`config.mk`:
```
export PLATFORM = sky130hd
export DESIGN_NAME = tinyalu_responder
export DESIGN_NICKNAME = d
export VERILOG_FILES = /design/src/rtl/tinyalu_responder.sv
export SDC_FILE = /design/constraint.sdc
export NUM_CORES = 1
export LEC_CHECK = 0
export CORE_UTILIZATION = 65
export DETAILED_ROUTE_END_ITERATION = 12
export DONT_BUFFER_PORTS = 1
export PLACE_DENSITY_LB_ADDON = 0.05
export SETUP_SLACK_MARGIN = 0.5
export SLEW_MARGIN = 5
export SYNTH_ARGS = -nofsm -noshare
export SYNTH_HDL_FRONTEND = slang
export SYNTH_SLANG_ARGS = --single-unit
```
`constraint.sdc`:
```
create_clock -name clk -period 12.1 [get_ports clk]
set_input_delay 1.815 -clock clk [delete_from_list [all_inputs] [get_ports clk]]
set_output_delay 1.815 -clock clk [all_outputs]
set_load 0.05 [all_outputs]
```
`src/rtl/tinyalu_responder.sv`:
```
// TinyALU responder: accepts one start/done command, computes add/and/xor in one
// cycle or a multiply over MUL_LATENCY edges, and returns a 16-bit result.
module tinyalu_responder #(
    parameter int MUL_LATENCY = 3
) (
    input  logic        clk,
    input  logic        reset_n,
    input  logic [7:0]  A,
    input  logic [7:0]  B,
    input  logic [2:0]  op,
    input  logic        start,
    output logic        done,
    output logic [15:0] result,
    output logic        busy
);

    typedef enum logic [1:0] {IDLE, MUL_WAIT, DONE, WAIT_RELEASE} state_t;

    localparam logic [2:0] OP_ADD = 3'b001;
    localparam logic [2:0] OP_AND = 3'b010;
    localparam logic [2:0] OP_XOR = 3'b011;
    localparam logic [2:0] OP_MUL = 3'b100;
    localparam logic [2:0] OP_RST = 3'b111;

    localparam logic [3:0] CNT_INIT = 4'(MUL_LATENCY - 1);

    state_t      state_q, state_d;
    logic [3:0]  cnt_q, cnt_d;
    logic [15:0] result_q, result_d;
    logic        done_q, done_d;
    logic        busy_q, busy_d;
    logic [7:0]  a_q, a_d;
    logic [7:0]  b_q, b_d;

    function automatic logic [15:0] alu_single(input logic [2:0] f, input logic [7:0] x,
                                               input logic [7:0] y);
        logic [15:0] r;
        r = 16'h0000;
        case (f)
            OP_ADD:  r = {7'b0, ({1'b0, x} + {1'b0, y})};
            OP_AND:  r = {8'b0, (x & y)};
            OP_XOR:  r = {8'b0, (x ^ y)};
            default: r = 16'h0000;
        endcase
        return r;
    endfunction

    always_comb begin
        state_d  = state_q;
        cnt_d    = cnt_q;
        result_d = result_q;
        a_d      = a_q;
        b_d      = b_q;
        case (state_q)
            IDLE: begin
                if (start) begin
                    case (op)
                        OP_ADD, OP_AND, OP_XOR: begin
                            result_d = alu_single(op, A, B);
                            state_d  = DONE;
                        end
                        OP_MUL: begin
                            a_d     = A;
                            b_d     = B;
                            cnt_d   = CNT_INIT;
                            state_d = MUL_WAIT;
                        end
                        OP_RST: begin
                            result_d = 16'h0000;
                            state_d  = WAIT_RELEASE;
                        end
                        default: ;
                    endcase
                end
            end
            MUL_WAIT: begin
                // Product lands on the edge where the counter hits zero; start is ignored here.
                cnt_d = cnt_q - 4'd1;
                if (cnt_q <= 4'd1) begin
                    cnt_d    = 4'd0;
                    result_d = {8'b0, a_q} * {8'b0, b_q};
                    state_d  = DONE;
                end
            end
            DONE: begin
                state_d = start ? WAIT_RELEASE : IDLE;
            end
            WAIT_RELEASE: begin
                if (!start) begin
                    state_d = IDLE;
                end
            end
            default: state_d = IDLE;
        endcase
        // Registered outputs follow the state being entered.
        done_d = (state_d == DONE);
        busy_d = (state_d == MUL_WAIT) || (state_d == DONE);
    end

    always_ff @(posedge clk or negedge reset_n) begin
        if (!reset_n) begin
            state_q  <= IDLE;
            cnt_q    <= 4'd0;
            result_q <= 16'h0000;
            done_q   <= 1'b0;
            busy_q   <= 1'b0;
        end else begin
            state_q  <= state_d;
            cnt_q    <= cnt_d;
            result_q <= result_d;
            done_q   <= done_d;
            busy_q   <= busy_d;
        end
    end

    always_ff @(posedge clk) begin
        a_q <= a_d;
        b_q <= b_d;
    end

    assign done   = done_q;
    assign busy   = busy_q;
    assign result = result_q;

endmodule

```
==> results of run 1 <==
-- kinds of logic (layout without fill, tap and decap cells) --
family	Yosys count	after routing	synth area share [%]
compound gates	85	85	13.8
xor+xnor	9	9	1.91
fa+ha+maj	85	85	32.5
buf+inv	64	68	6.07
flops	40	40	26.2
mux	11	11	2.70
simple gates	132	132	16.8
-- layer usage --
metal	vias up	track usage, %	wire [microns]
met5	-	0	0
met4	0	9.30	212
met3	18	5.56	504
met2	90	49.8	4450
met1	1502	39.3	3880
li1	1449	-	-
-- how the worst min path moves through the flow --
| stage | start | slack (ns) | end |
|---|---|---|---|
| floorplan | cnt_q[3]$_DFFE_PN0P_ | 0.49 | cnt_q[3]$_DFFE_PN0P_ |
| global placement | cnt_q[3]$_DFFE_PN0P_ | 0.53 | cnt_q[3]$_DFFE_PN0P_ |
| detailed placement | cnt_q[3]$_DFFE_PN0P_ | 0.54 | cnt_q[3]$_DFFE_PN0P_ |
| CTS | cnt_q[3]$_DFFE_PN0P_ | 0.55 | cnt_q[3]$_DFFE_PN0P_ |
| global route | cnt_q[2]$_DFFE_PN0P_ | 0.60 | cnt_q[2]$_DFFE_PN0P_ |
| finish | cnt_q[3]$_DFFE_PN0P_ | 0.55 | cnt_q[3]$_DFFE_PN0P_ |
-- cell usage in the layout, fill, tap and decap left out, types with 4 or more instances in the layout --
master,count
a211oi_1,4
a21o_1,8
a21oi_1,14
a221oi_1,4
and2_1,51
clkbuf_8,6
dfrtp_1,24
edfxtp_1,16
fa_1,37
ha_1,47
inv_1,58
mux2i_1,10
nand2_1,30
nor2_1,28
nor2b_1,5
nor3_1,4
o21ai_0,25
xnor2_1,8
-- report_power, final --
group	internal [mW]	total (mW)	switching (mW)	leakage [nW]
Sequential	0.176	0.295	0.118	0.449
Clock	0.0465	0.0956	0.0491	0.0521
Combinational	0.116	0.285	0.169	1.54
-- area by class of cell --
type | instances | share of cell area (%)
timing repair buffer | 1 | 0.175
inverter | 59 | 5.15
tap | 75 | 2.18
sequential | 40 | 25.2
clock buffer | 6 | 1.92
multi-input combinational | 322 | 65.1
clock inverter | 2 | 0.291
-- Yosys cell counts, drive strengths merged, types with 8 or more instances --
cell type and n:
a21o 8, a21oi 14, and2 51, dfrtp 24
edfxtp 16, fa 37, ha 47, inv 59
mux2i 10, nand2 31, nor2 28, o21ai 26
xnor2 8
-- state kept, by name, indices dropped and copies added, names as in the netlist --
name and cells:
busy 1, done 1, result 16, cnt_q 4, a_q 8, state_q 2
b_q 8
==> flow_summary.json, run 1 <==
{
  "vias": 3059,
  "crit_path_start_kind": "flip-flop",
  "finalSetupViolCount": 0,
  "pre_cts_ws_ns": 7.60,
  "fill_cells": 471,
  "multi_input_area_sq_um": 2800,
  "final_area_sq_um": 4300,
  "die_x_microns": 81.7,
  "synthArstFlopShare_pct": 60.0,
  "rsz0062_at_grt": "no",
  "slew_violations": 0,
  "drive_gt1_share_pct": 4.19,
  "power_mw": 0.675,
  "r2r-end": "result[14]$_DFFE_PN0P_",
  "cts_hold_buf": 0,
  "cp_num_buf_inv": 2,
  "synthCells": 426,
  "cts_buffer_depth": 2,
  "p_leak_nw": 2.04,
  "tightest_slew_ns": 0.729,
  "core_sq_um": 6030,
  "crit_top_cell": "fa_1",
  "cap_violations": 0,
  "globalRoute.totalOverflow": 0,
  "antenna_cells": 0,
  "grt_use_total_pct": 29.8,
  "critical_path_class": "reg -> reg",
  "syn_to_final_growth_pct": 4.19,
  "rrSetupSlack_ns": 7.58,
  "cts_resized": 0,
  "final_antenna_net_count": 0,
  "clk_latency_ns": 0.29,
  "chipHeight_microns": 81.7,
  "synth_edf_count": 16,
  "numCtsBuffers": 5,
  "root_buffer": "clkbuf_8",
  "grt_max_degree": 25,
  "postCtsSetupRepairBufs": 0,
  "final.setup.tns_ns": 0,
  "dr.pass1.iters": 4,
  "cp.arrival_ns": 4.70,
  "dp_cells": 497,
  "endpoint_kind": "flip-flop",
  "crit_chain": "and2_1 > fa_1 > fa_1 > fa_1 > inv_1 > fa_1 > inv_1 > ha_1 > a211o_1 > o21ai_0 > o21ai_0 > xnor2_1 > o21ai_0",
  "status": "finished clean",
  "clock_skew_ns": 0.0109,
  "numPortBuffers": 0,
  "min_period_ns": 4.52,
  "hold_depth": 1,
  "syn_area_per_cell_sq_um": 9.68,
  "critPathTopFamily": "adder cells",
  "synth.largest_area_cell": "fa_1",
  "dp_hpwl_microns": 7240,
  "cp_max_fo": 8,
  "fin_util_pct": 71.3,
  "path_clk_slew_ns": 0.08,
  "whs_ns": 0.554,
  "cp_num_cells": 13,
  "syn_nets": 532,
  "synth_cell_type_count": 51,
  "std_cell_rows": 28,
  "ys_top_cells_by_area": "fa_1 18%, dfrtp_1 15%, ha_1 14%",
  "die_area_sq_um": 6670,
  "endpoint": "result[14]$_DFFE_PN0P_",
  "fin_cells": 505,
  "synth_top_area_share_pct": 18.0,
  "cp-startpoint": "a_q[5]$_DFFE_PP_",
  "synth_warnings": 0,
  "grt_pass1_wl_microns": 14800,
  "initial_core_util_pct": 68.4,
  "p_per_area_nw_per_um2": 157,
  "cpPeakStageDelay_ns": 0.57,
  "wl_per_cell_microns": 17.9,
  "ff_latch_area_sq_um": 1080,
  "seq_area_frac_synth_pct": 26.2,
  "irDropWorstVdd_v": 0.000128,
  "timing.final.crit_share_pct": 37.3,
  "setup_slack_ns": 7.58,
  "slew_headroom_pct": 51.2,
  "drc": 0,
  "ff2ff_path_depth": 13,
  "clock_sinks": 40,
  "crit_required_ns": 12.28,
  "rr_startpoint": "a_q[5]$_DFFE_PP_",
  "hold_class": "reg -> reg",
  "wl_microns": 9050,
  "antenna_found_initial": 0,
  "slowest_stage": "fa_1",
  "synth_flop_cell": "dfrtp_1",
  "final_hold_viol_count": 0,
  "ios": 40,
  "fmax_ghz": 0.221,
  "finalWeightedCongestion": 0.919,
  "netlist_area_sq_um": 4120,
  "final_nets": 535,
  "ys_ff_latch": 40,
  "first_iter_violations": 144,
  "cts_tree": "yes",
  "avgViaCountPerCell": 6.06,
  "htree_levels": 2,
  "place_area_sq_um": 4200,
  "grt_pass1_vias": 3142
}
Power figures use the tool's default switching activity.
==> run 2, diff against run 1 <==
--- a/config.mk
+++ b/config.mk
@@ -5,7 +5,7 @@
 export SDC_FILE = /design/constraint.sdc
 export NUM_CORES = 1
 export LEC_CHECK = 0
-export CORE_UTILIZATION = 65
+export CORE_UTILIZATION = 59
 export DETAILED_ROUTE_END_ITERATION = 12
 export DONT_BUFFER_PORTS = 1
 export PLACE_DENSITY_LB_ADDON = 0.05
==> constraint.sdc (replaced) <==
create_clock -name clk -period 4 [get_ports clk]
set_input_delay 0.6 -clock clk [delete_from_list [all_inputs] [get_ports clk]]
set_output_delay 0.6 -clock clk [all_outputs]
set_load 0.05 [all_outputs]
==> run 2 against run 1 <==
Effect of this change: the flow now finishes with violations (setup timing); first-iteration DRC count fell by 26%; critical path depth rose by 3; die area rose by 9.9%; final cell count rose by 8.5%; count of clock-buffer cells in the layout fell by 1; sequential share of layout area fell by 3.1 points; sequential power rose to 3.0 times the previous value; wire length rose by 6.1%; setup slack got worse by 7.7 ns; hold slack got worse by 0.17 ns; highest routed layer unchanged.
==> flow_summary.json, run 2 (same netlist as run 1, synthesis figures left out) <==
{
  "numPortBuffers": 0,
  "final_hold_viol_count": 0,
  "ff_latch_area_sq_um": 1080,
  "cp_max_fo": 7,
  "die_x_microns": 85.6,
  "rsz0062_at_grt": "yes",
  "dp_hpwl_microns": 7490,
  "wl_microns": 9600,
  "clock_skew_ns": 0.00689,
  "ios": 40,
  "hold_class": "in -> reg",
  "grt_use_total_pct": 28.3,
  "setup_slack_ns": -0.132,
  "syn_to_final_growth_pct": 18.7,
  "multi_input_area_sq_um": 3070,
  "chipHeight_microns": 85.6,
  "final.setup.tns_ns": -0.483,
  "p_per_area_nw_per_um2": 477,
  "avgViaCountPerCell": 5.80,
  "die_area_sq_um": 7330,
  "root_buffer": "clkbuf_8",
  "slew_violations": 0,
  "crit_required_ns": 4.19,
  "largest_reg_flops": 16,
  "cts_tree": "yes",
  "layout_common_cells": "48 x inv_1, 39 x and2_1, 37 x ha_1",
  "final_nets": 573,
  "cts_buffer_depth": 2,
  "cp.arrival_ns": 4.32,
  "endpoint_kind": "flip-flop",
  "crit_path_start_kind": "flip-flop",
  "finalSetupViolCount": 5,
  "min_period_ns": 4.13,
  "globalRoute.totalOverflow": 0,
  "core_sq_um": 6760,
  "violations": "setup timing",
  "antenna_cells": 0,
  "numCtsBuffers": 5,
  "irDropWorstVdd_v": 0.000461,
  "drc": 0,
  "final_antenna_net_count": 0,
  "initial_core_util_pct": 61.0,
  "wl_per_cell_microns": 17.5,
  "dr.pass1.iters": 4,
  "tightest_slew_ns": 1.07,
  "cap_violations": 0,
  "drive_gt1_share_pct": 23.9,
  "slew_headroom_pct": 28.7,
  "vias": 3180,
  "whs_ns": 0.388,
  "grt_max_degree": 25,
  "final_common_cell": "inv_1",
  "grt_pass1_wl_microns": 16000,
  "path_clk_slew_ns": 0.09,
  "grt_pass1_vias": 3362,
  "fill_cells": 505,
  "fmax_ghz": 0.242,
  "first_iter_violations": 106,
  "timing.final.crit_share_pct": 103,
  "clock_sinks": 40,
  "critical_path_class": "reg -> reg",
  "clk_latency_ns": 0.30,
  "antenna_found_initial": 0,
  "status": "finished with violations",
  "finalWeightedCongestion": 0.914,
  "p_leak_nw": 2.27,
  "std_cell_rows": 30,
  "htree_levels": 2
}
==> run 2: area by class of cell <==
type	count	area share, %
clock buffers	5	1.41
clock inverters	3	0.920
inverters	59	4.52
multi-input cells	322	62.6
flip-flops and latches	40	22.1
well taps	80	2.04
repair buffers	39	6.41
==> run 2: path summary, 6_finish.rpt <==
check                                     start  slack [ns]                      to  cells past startpoint
max reg2reg                    a_q[2]$_DFFE_PP_       -0.13  result[12]$_DFFE_PN0P_                     16
max                            a_q[2]$_DFFE_PP_       -0.13  result[12]$_DFFE_PN0P_                     16
min                                        A[2]        0.39        a_q[2]$_DFFE_PP_                      0
min reg2reg                cnt_q[2]$_DFFE_PN0P_        0.55    cnt_q[2]$_DFFE_PN0P_                      1
min in group asynchronous               reset_n        0.94  result[11]$_DFFE_PN0P_                      1
max in group asynchronous               reset_n        2.42   result[0]$_DFFE_PN0P_                      1
==> run 2: where the power goes <==
part | internal, mW | total (mW) | switching [mW]
clock | 0.189 | 0.345 | 0.157
combinational | 0.506 | 1.11 | 0.599
sequential | 0.534 | 0.884 | 0.350
total | 1.23 | 2.33 | 1.11
==> run 2: what timing repair did <==
action	in CTS	in global routing
hold endpoints to repair	24	0
pin swaps	22	36
setup buffers	7	5
resized for setup	10	40
endpoints found under the setup margin	11	12
hold buffers	1	0
==> run 2: through the flow <==
| stage | power, mW | setup WS [ns] | cell area, sq um | instances | utilization (%) |
|---|---|---|---|---|---|
| after floorplan | 1.61 | 0.129 | 4200 | 426 | - |
| after global placement | 1.83 | -0.112 | 4470 | 527 | 66.2 |
| after detailed placement | 1.85 | -0.134 | 4470 | 527 | 66.2 |
| after CTS | 2.22 | -0.118 | 4680 | 543 | 69.2 |
| after global routing | 2.51 | -0.300 | 4900 | 548 | 72.5 |
| final | 2.33 | -0.132 | 4900 | 548 | 72.5 |
==> run 2: metal layers <==
| metal | share of wire (%) | up-vias | track usage [%] | routed length [microns] |
|---|---|---|---|---|
| met3 | 3.9 | 14 | 5.10 | 373 |
| met5 | 0 | - | 0 | 0 |
| met2 | 51 | 57 | 50.8 | 4870 |
| met4 | 2.1 | 0 | 6.67 | 204 |
| li1 | - | 1523 | - | - |
| met1 | 43 | 1586 | 35.5 | 4150 |
==> run 2: critical path: stages (launching register included) <==
cell	delay, ns
edfxtp_1	0.51
buf_4	0.19
and2_4	0.13
fa_1	0.54
fa_1	0.43
fa_1	0.50
inv_1	0.05
fa_1	0.49
inv_2	0.05
ha_4	0.28
buf_6	0.10
nand2_2	0.05
o21ai_2	0.20
o21ai_4	0.11
o21bai_1	0.17
xnor2_1	0.14
o21ai_1	0.07
==> run 3, diff against run 2 <==
--- a/config.mk
+++ b/config.mk
@@ -6,6 +6,7 @@
 export NUM_CORES = 1
 export LEC_CHECK = 0
 export CORE_UTILIZATION = 59
+export CTS_CLUSTER_SIZE = 16
 export DETAILED_ROUTE_END_ITERATION = 12
 export DONT_BUFFER_PORTS = 1
 export PLACE_DENSITY_LB_ADDON = 0.05
==> results of run 3 <==
The final DEF is identical to that of run 2; final timing and power are the same.
